--- src/rtl/sha256_msg_feeder.sv ---
`default_nettype none
// +----------------------------------------------------------------------------+
// | Module      : sha256_msg_feeder                                            |
// | Description : Accepts a byte stream and emits SHA-256 padded 32-bit words, |
// |               16 per 512-bit block, for a compression core.                |
// |               Padding: 0x80, 0x00 fill to byte 56 of a block, then the     |
// |               64-bit big-endian message bit length.                        |
// | Ports       : clk, reset (async, active-low)                               |
// |               in_data/in_valid/in_last/in_empty/in_ready : byte input      |
// |               out_w/out_valid/out_ready                  : word output     |
// |               out_idx/out_first/out_final                : word position   |
// | Revision    : 1.0 - initial release                                        |
// +----------------------------------------------------------------------------+
module sha256_msg_feeder (
  input  logic        clk,
  input  logic        reset,
  input  logic [7:0]  in_data,
  input  logic        in_valid,
  input  logic        in_last,
  input  logic        in_empty,
  output logic        in_ready,
  output logic [31:0] out_w,
  output logic        out_valid,
  input  logic        out_ready,
  output logic [3:0]  out_idx,
  output logic        out_first,
  output logic        out_final
);

  typedef enum logic [2:0] {
    S_DATA  = 3'd0,
    S_PAD80 = 3'd1,
    S_ZERO  = 3'd2,
    S_LEN   = 3'd3,
    S_FLUSH = 3'd4
  } state_t;

  localparam logic [5:0] C_LEN_POS  = 6'd56;
  localparam logic [5:0] C_LAST_POS = 6'd63;

  state_t      r_state;
  state_t      w_next_state;
  logic        r_alive;       // low until the first edge after reset release
  logic [60:0] r_byte_cnt;
  logic [5:0]  r_pos;         // byte position within the 64-byte block
  logic [31:0] r_pack;
  logic        r_full;        // r_pack holds a completed word not yet moved out
  logic        r_full_final;
  logic [31:0] r_out_w;
  logic        r_out_valid;
  logic [3:0]  r_out_idx;
  logic        r_out_final;

  logic        w_in_ready;
  logic        w_pack;
  logic [7:0]  w_pack_byte;
  logic        w_count;
  logic        w_load;
  logic        w_out_xfer;
  logic        w_done;
  logic        w_has_byte;
  logic [63:0] w_bit_len;
  logic [5:0]  w_len_base;

  assign w_bit_len  = {r_byte_cnt, 3'b000};
  // Length is emitted MSB first: position 56 carries bits 63:56.
  assign w_len_base = {3'd7 - r_pos[2:0], 3'b000};
  assign w_out_xfer = r_out_valid && out_ready;
  assign w_load     = r_full && (!r_out_valid || out_ready);
  assign w_done     = (r_state == S_FLUSH) && w_out_xfer && r_out_final;
  // in_ready depends only on registers, so out_ready never reaches it.
  assign w_in_ready = r_alive && (r_state == S_DATA) && !r_full;
  // An empty beat only carries meaning as a message terminator.
  assign w_has_byte = !(in_last && in_empty);

  assign in_ready  = w_in_ready;
  assign out_w     = r_out_w;
  assign out_valid = r_out_valid;
  assign out_idx   = r_out_idx;
  assign out_first = r_out_valid && (r_out_idx == 4'd0);
  assign out_final = r_out_final;

  always_ff @(posedge clk or negedge reset) begin
    if (!reset) begin
      r_state <= S_DATA;
    end else begin
      r_state <= w_next_state;
    end
  end

  always_comb begin
    w_next_state = r_state;
    w_pack       = 1'b0;
    w_pack_byte  = 8'h00;
    w_count      = 1'b0;
    case (r_state)
      S_DATA: begin
        if (in_valid && w_in_ready) begin
          if (w_has_byte) begin
            w_pack      = 1'b1;
            w_pack_byte = in_data;
            w_count     = 1'b1;
          end
          if (in_last) begin
            w_next_state = S_PAD80;
          end
        end
      end
      S_PAD80: begin
        if (!r_full) begin
          w_pack       = 1'b1;
          w_pack_byte  = 8'h80;
          w_next_state = S_ZERO;
        end
      end
      S_ZERO: begin
        // Positions beyond 56 wrap through 63 -> 0 into an extra block.
        if (r_pos == C_LEN_POS) begin
          w_next_state = S_LEN;
        end else if (!r_full) begin
          w_pack = 1'b1;
        end
      end
      S_LEN: begin
        if (!r_full) begin
          w_pack      = 1'b1;
          w_pack_byte = w_bit_len[w_len_base +: 8];
          if (r_pos == C_LAST_POS) begin
            w_next_state = S_FLUSH;
          end
        end
      end
      S_FLUSH: begin
        if (w_done) begin
          w_next_state = S_DATA;
        end
      end
      default: begin
        w_next_state = S_DATA;
      end
    endcase
  end

  always_ff @(posedge clk or negedge reset) begin
    if (!reset) begin
      r_alive      <= 1'b0;
      r_byte_cnt   <= '0;
      r_pos        <= '0;
      r_pack       <= '0;
      r_full       <= 1'b0;
      r_full_final <= 1'b0;
      r_out_w      <= '0;
      r_out_valid  <= 1'b0;
      r_out_idx    <= '0;
      r_out_final  <= 1'b0;
    end else begin
      r_alive <= 1'b1;

      // Packing only happens while r_full is low, so it never collides
      // with the load below that clears r_full.
      if (w_pack) begin
        r_pack <= {r_pack[23:0], w_pack_byte};
        r_pos  <= r_pos + 6'd1;
        if (r_pos[1:0] == 2'b11) begin
          r_full       <= 1'b1;
          r_full_final <= (r_state == S_LEN) && (r_pos == C_LAST_POS);
        end
      end

      if (w_count) begin
        r_byte_cnt <= r_byte_cnt + 61'd1;
      end

      if (w_load) begin
        r_full      <= 1'b0;
        r_out_w     <= r_pack;
        r_out_valid <= 1'b1;
        r_out_final <= r_full_final;
      end else if (w_out_xfer) begin
        r_out_valid <= 1'b0;
        r_out_final <= 1'b0;
      end

      if (w_out_xfer) begin
        r_out_idx <= r_out_idx + 4'd1;
      end

      if (w_done) begin
        r_byte_cnt <= '0;
        r_pos      <= '0;
      end
    end
  end

endmodule
`default_nettype wire

--- config.mk ---
export PLATFORM = sky130hd
export DESIGN_NAME = sha256_msg_feeder
export DESIGN_NICKNAME = d
export VERILOG_FILES = /design/src/rtl/sha256_msg_feeder.sv
export SDC_FILE = /design/constraint.sdc
export NUM_CORES = 1
export LEC_CHECK = 0
export ABC_AREA = 1
export CAP_MARGIN = 20
export CORE_AREA = 5 5 170 90
export CTS_CLUSTER_DIAMETER = 40
export DETAILED_ROUTE_END_ITERATION = 12
export DIE_AREA = 0 0 175 95
export PLACE_DENSITY = 0.85
export SLEW_MARGIN = 10
export SYNTH_ARGS = -nofsm -noshare
export SYNTH_HDL_FRONTEND = slang
export SYNTH_SLANG_ARGS = --single-unit
--- constraint.sdc ---
create_clock -name clk -period 2.7 [get_ports clk]
set_input_delay 0.54 -clock clk [delete_from_list [all_inputs] [get_ports clk]]
set_output_delay 0.54 -clock clk [all_outputs]
set_load 0.005 [all_outputs]
* Word-level counts from Yosys, hierarchy flattened
Cells that the tools add are included. Widths: inputs -> output; s select.
Operators by class: order comparisons 0, $add $sub $neg 4, bitwise logic cells 0, shift-type cells 1, mux-type cells 29, eq/ne operators 14, reductions and logical operators 24, divide/modulo/power cells 0, multipliers 0
Operator list (number):
- $mux 61 | 2
- $shiftx 64x7->8 | 1
- $add 61x1->61 const B | 1
- $mux 8 | 4
- $pmux 8 s3 | 1
- $mux 3 | 7
- $pmux 3 s5 | 1
- $eq 6x6->1 const B | 2
- $mux 6 | 2
- $ne 2x2->1 const B | 6
- $mux 1 | 11
- $logic_and 1x1->1 | 10
- $reduce_bool 2->1 | 5
- $reduce_and 7->1 | 1
- $add 6x1->6 const B | 1
- $eq 3x2->1 const B | 2
- $add 4x1->4 const B | 1
- $logic_not 4->1 | 1
- $reduce_and 2->1 | 2
- $eq 3x1->1 const B | 1
- $eq 3x3->1 const B | 1
- $logic_not 3->1 | 1
- $pmux 1 s3 | 1
- $sub 3x3->3 const A | 1
- 5 further kinds | 6
Storage, ports and cells: ROM bits 0, bits in registers 143, output and inout port bits 40, logic and storage cells 83, input port bits 14, latch bits 0, memory bits (writable) 0, memories kept 0

* Longest topological paths before layout
Gate-level depths: netlist (run 1).
word-level depth 8, gate-level depth with buffers 12, mapped depth without buffers 11

* Worst setup path after synthesis (run 1)
OpenSTA, ideal clock, no wires.
path type register -> register, start point register r_pos[0], end point register r_pos[3], cell stages (with the launch flop) 12, setup slack 735 ps, library setup time 119 ps, required time 2581 ps, buffers on the path 4, arrival 1846 ps, period minus slack after synthesis 1965 ps, path through dfrtp_1 > buf_2 > inv_1 > buf_2 > buf_1 > ha_1 > nand4_1 > nand3_1 > nand3_2 > buf_2 > a21oi_1 > nor2_1
On the way: word-level cells in the longest chain between the ends 4, elaborated cells on any way between the ends 7, classes of those cells add/sub (1); eq/ne (1); mux (4); reduce/logical (1)
RTL lines:
- from (decl) | line 45 | logic [5:0] r_pos;
- from (signal assigned) | line 163 | r_pos <= r_pos + 6'd1;
- branches (longest 4 deep; another with $add 6x1->6)
Several ways; the timed one is not identified. The select of a mux whose other input is x is not followed. A chain may end at the register's enable or synchronous reset.

* Worst setup path in the final report (run 1)
start point register r_state[2], end point output in_ready
On the way: word-level cells in the longest chain between the ends 3
RTL lines:
- from (decl) | line 41 | state_t r_state;
- from (signal assigned) | line 87 | r_state <= w_next_state;
- $logic_not 3->1 | line 72 | assign w_in_ready = r_alive && (r_state == S_DATA) && !r_full;
- $logic_and 1x1->1 (2 in a row) | line 72
- to (decl) | line 21 | output logic in_ready,
Every way passes these cells.

==> results of run 1 <==
## metrics by stage
stage	cell area [um^2]	utilization, %	total power [mW]
6_report	9460	68.1	9.05
5_1_grt	9460	68.1	9.55
4_1_cts	9460	68.1	8.96
3_5_place_dp	8860	63.8	6.44
3_3_place_gp	8860	63.8	6.34
2_1_floorplan	8050	-	5.02
## cell usage in the layout (no fill, tap or decap), types with 2 or more instances in the layout
cell	instances
dfrtp_1	143
bufinv_16	4
nor2_4	5
nand4_1	17
clkbuf_16	17
nor3_2	3
clkinv_2	5
inv_1	138
nor3b_1	3
and2_1	2
xor2_1	6
o21ai_0	104
o31ai_1	3
clkinvlp_4	2
buf_12	4
o211ai_1	10
a31oi_1	9
nand3_1	80
clkdlybuf4s50_1	52
xnor2_1	2
a21oi_1	48
nor2_2	6
nor2_1	161
buf_4	16
ha_1	5
nor3_1	16
nand3b_1	2
nand2_2	2
nand2_1	337
## per-layer routing
metal / global-route usage [%] / routed length (um)
met4: 7.12 / 351
met2: 40.5 / 9750
met5: 6.55 / 143
met1: 48.4 / 11600
met3: 13.8 / 4090
## state kept, by name, indices dropped and copies added, names as in the netlist
register,flops
out_final,1
r_pack,32
r_full,1
r_full_final,1
r_state,3
out_idx,4
r_byte_cnt,61
out_valid,1
r_pos,6
r_alive,1
out_w,32
## worst max-delay path by stage
stage                   from             end  slack, ns
3_3_place_gp       out_ready   r_byte_cnt[9]       0.27
6_report          r_state[2]        in_ready       0.31
4_1_cts           r_state[2]        in_ready       0.32
5_1_grt        r_byte_cnt[0]  r_byte_cnt[50]       0.26
2_1_floorplan       r_pos[0]        r_pos[3]       0.74
3_5_place_dp       out_ready  r_byte_cnt[10]       0.21
## logic make-up (layout without fill, tap and decap cells)
| kind of cell | after synthesis | after routing | synth area share, % |
|---|---|---|---|
| DFF | 143 | 143 | 44.5 |
| xor gates and xnor gates | 8 | 8 | 0.871 |
| other | 1 | 1 | 0.0466 |
| and+or+nand+nor | 640 | 640 | 33.6 |
| AOI/OAI and AO/OA | 180 | 180 | 11.9 |
| adders and majority gates | 5 | 5 | 0.777 |
| buffers and inverters | 173 | 243 | 8.35 |
## critical path, delay by kind of cell, from the launching register on
family        cells  cell delay (ns)
flops             1             0.42
buf+inv           1             0.52
simple gates      3             0.47
## power groups by stage
| stage | clock network (mW) | registers [mW] | logic, mW |
|---|---|---|---|
| after floorplan | 0 | 3.16 | 1.86 |
| after global placement | 0 | 3.29 | 3.05 |
| after detailed placement | 0 | 3.31 | 3.13 |
| after CTS | 2.47 | 3.29 | 3.20 |
| after global routing | 2.58 | 3.38 | 3.59 |
| final | 2.47 | 3.32 | 3.26 |
## layout make-up
| cell class | instances | share of cell area (%) |
|---|---|---|
| tap | 181 | 2.39 |
| clock inverter | 12 | 1.79 |
| inverter | 140 | 5.56 |
| timing repair buffer | 73 | 7.74 |
| sequential | 143 | 37.8 |
| multi-input combinational | 834 | 40.2 |
| clock buffer | 18 | 4.54 |
==> run_results.csv, run 1 <==
group,metric,value,unit
detailed_routing,via_count,8075,
logic_synthesis,yosysTopAreaCell,"dfrtp_1",
detailed_routing,drt_wl_total,26.0,mm
timing,fin_tns_setup,0,ns
grt,gr-total-overflow,0,
cts,cts_sinks,143,
timing,fin_ws,0.313,ns
final_layout,area_growth,17.5,%
timing,period_needed,2.39,ns
place,dp_worst_setup_slack,0.212,ns
final_layout,drive_above_1_share,5.90,%
worst_setup_path,crit_path_max_fanout,5,
cts,cts-root-buf,"clkbuf_16",
logic_synthesis,synthCells,1150,
worst_setup_path,crit_chain,"nor2_1 > nand2_1 > nor2_4 > clkdlybuf4s50_1",
timing,hold_violations,0,
worst_setup_path,path_class,"reg -> out",
min_path,worstHoldPathType,"in -> async",
worst_setup_path,cpMaxStageDelayCell,"clkdlybuf4s50_1",
logic_synthesis,ys_seq_elements,143,
final_layout,final.fill_count,1133,
cts,cts-resized-gates,0,
timing,setup_viol,0,
cts,clkSlewWorstSetupHoldPaths,0.06,ns
power_and_ir_drop,p_per_area,956,mW/mm^2
logic_synthesis,yosysSeqAreaShare,44.5,%
grt,grt_antenna_before_repair,0,
cts,clock_path_buffers,2,
timing,clock_skew,0.0120,ns
final_layout,final_cells,1401,
worst_setup_path,r2r-end,"r_byte_cnt[50]",
detailed_routing,dr.pass1.iters,8,
logic_synthesis,async_reset_ff_share,100,%
cts,numCtsBuffers,17,
power_and_ir_drop,p_clk_share,27.3,%
logic_synthesis,ys.flop_type,"dfrtp_1",
worst_setup_path,cpPeakStageDelay,0.52,ns
timing,tightest_slew,0.761,ns
logic_synthesis,synth_top_area_share,44.5,%
power_and_ir_drop,p_int,5.54,mW
power_and_ir_drop,switching_share,38.7,%
place,io_buffer_count,53,
logic_synthesis,synth_edf_count,0,
detailed_routing,drc,0,
logic_synthesis,ys_types,42,
timing,rsz0062_at_grt,"false",
detailed_routing,drt_iter0_markers,1251,
worst_setup_path,crit_path_end_kind,"output pin",
worst_setup_path,cp.required,2.16,ns
die,start_util,58.0,%
timing,period_share,88.4,%
place,place_congestion,1.03,
final_layout,seq_area,0.00358,mm^2
die,fp-row-count,31,
power_and_ir_drop,seq_power_share,36.7,%
die,die_area,0.0166,mm^2
cts,tritoncts,"yes",
detailed_routing,ant_nets,0,
run_status,status,"completed",
logic_synthesis,synth_most_common_cell,"nand2_1",
detailed_routing,post_drt_wl_per_cell,18.5,um
worst_setup_path,rr_startpoint,"r_byte_cnt[0]",
cts,post_cts_buffers,0,
worst_setup_path,reg2reg_depth,11,
timing,fin_hold_ws,0.114,ns
die,dieHeight,95,um
logic_synthesis,synth_area_leaders,"dfrtp_1 44%, nand2_1 16%, nor2_1 7.5%",
final_layout,finalNetCount,1228,
cts,ctsHoldBuffers,0,
logic_synthesis,syn_area,0.00805,mm^2
die,die_width,175,um
detailed_routing,routed_via_density,5.76,
cts,htreeDepth,4,
logic_synthesis,synth_nets,1169,
cts,clkLatencyLatePin,0.43,ns
logic_synthesis,ys_warn_count,0,
worst_setup_path,start_kind,"flop",
timing,slew_viol_final,0,
power_and_ir_drop,peakVddDrop,0.000542,V
power_and_ir_drop,p_leak,4.48,nW
place,dp.cells,1371,
place,hpwlAfterDp,18.8,mm
timing,fmax,419,MHz
grt,grtUsageTotal,31.8,%
power_and_ir_drop,p_comb_share,36.1,%
run,cap_viol_max_count,0,
grt,grt_pass1_vias,7258,
worst_setup_path,r2r_setup_slack,0.37,ns
die,coreArea,0.0139,mm^2
logic_synthesis,post_synth.cell_area_avg,7.00,um^2
final_layout,multiInputGateArea,0.00380,mm^2
die,io_pins,54,
timing,slew_headroom,49.2,%
grt,grt_max_degree,67,
worst_setup_path,arrival,1.85,ns
grt,grt_pass1_wl,40.2,mm
power_and_ir_drop,p_sw,3.50,mW
final_layout,n_antenna_cell,0,
logic_synthesis,synth_common_cells,"337 x nand2_1, 161 x nor2_1, 143 x dfrtp_1, 138 x inv_1, 104 x o21ai_0",
No activity file was read; power rests on OpenSTA's default activity.
==> run 2, diff against run 1 <==
--- a/config.mk
+++ b/config.mk
@@ -12,7 +12,6 @@
 export DETAILED_ROUTE_END_ITERATION = 12
 export DIE_AREA = 0 0 175 95
 export PLACE_DENSITY = 0.85
-export SLEW_MARGIN = 10
 export SYNTH_ARGS = -nofsm -noshare
 export SYNTH_HDL_FRONTEND = slang
 export SYNTH_SLANG_ARGS = --single-unit
==> results of run 2 <==
Same layout as run 1: the final DEF is identical, and so are final timing and power.
==> run 3, diff against run 2 <==
--- a/config.mk
+++ b/config.mk
@@ -12,6 +12,7 @@
 export DETAILED_ROUTE_END_ITERATION = 12
 export DIE_AREA = 0 0 175 95
 export PLACE_DENSITY = 0.85
+export SKIP_CTS_REPAIR_TIMING = 1
 export SYNTH_ARGS = -nofsm -noshare
 export SYNTH_HDL_FRONTEND = slang
 export SYNTH_SLANG_ARGS = --single-unit
==> results of run 3 <==
Same layout as run 1: the final DEF is identical, and so are final timing and power.
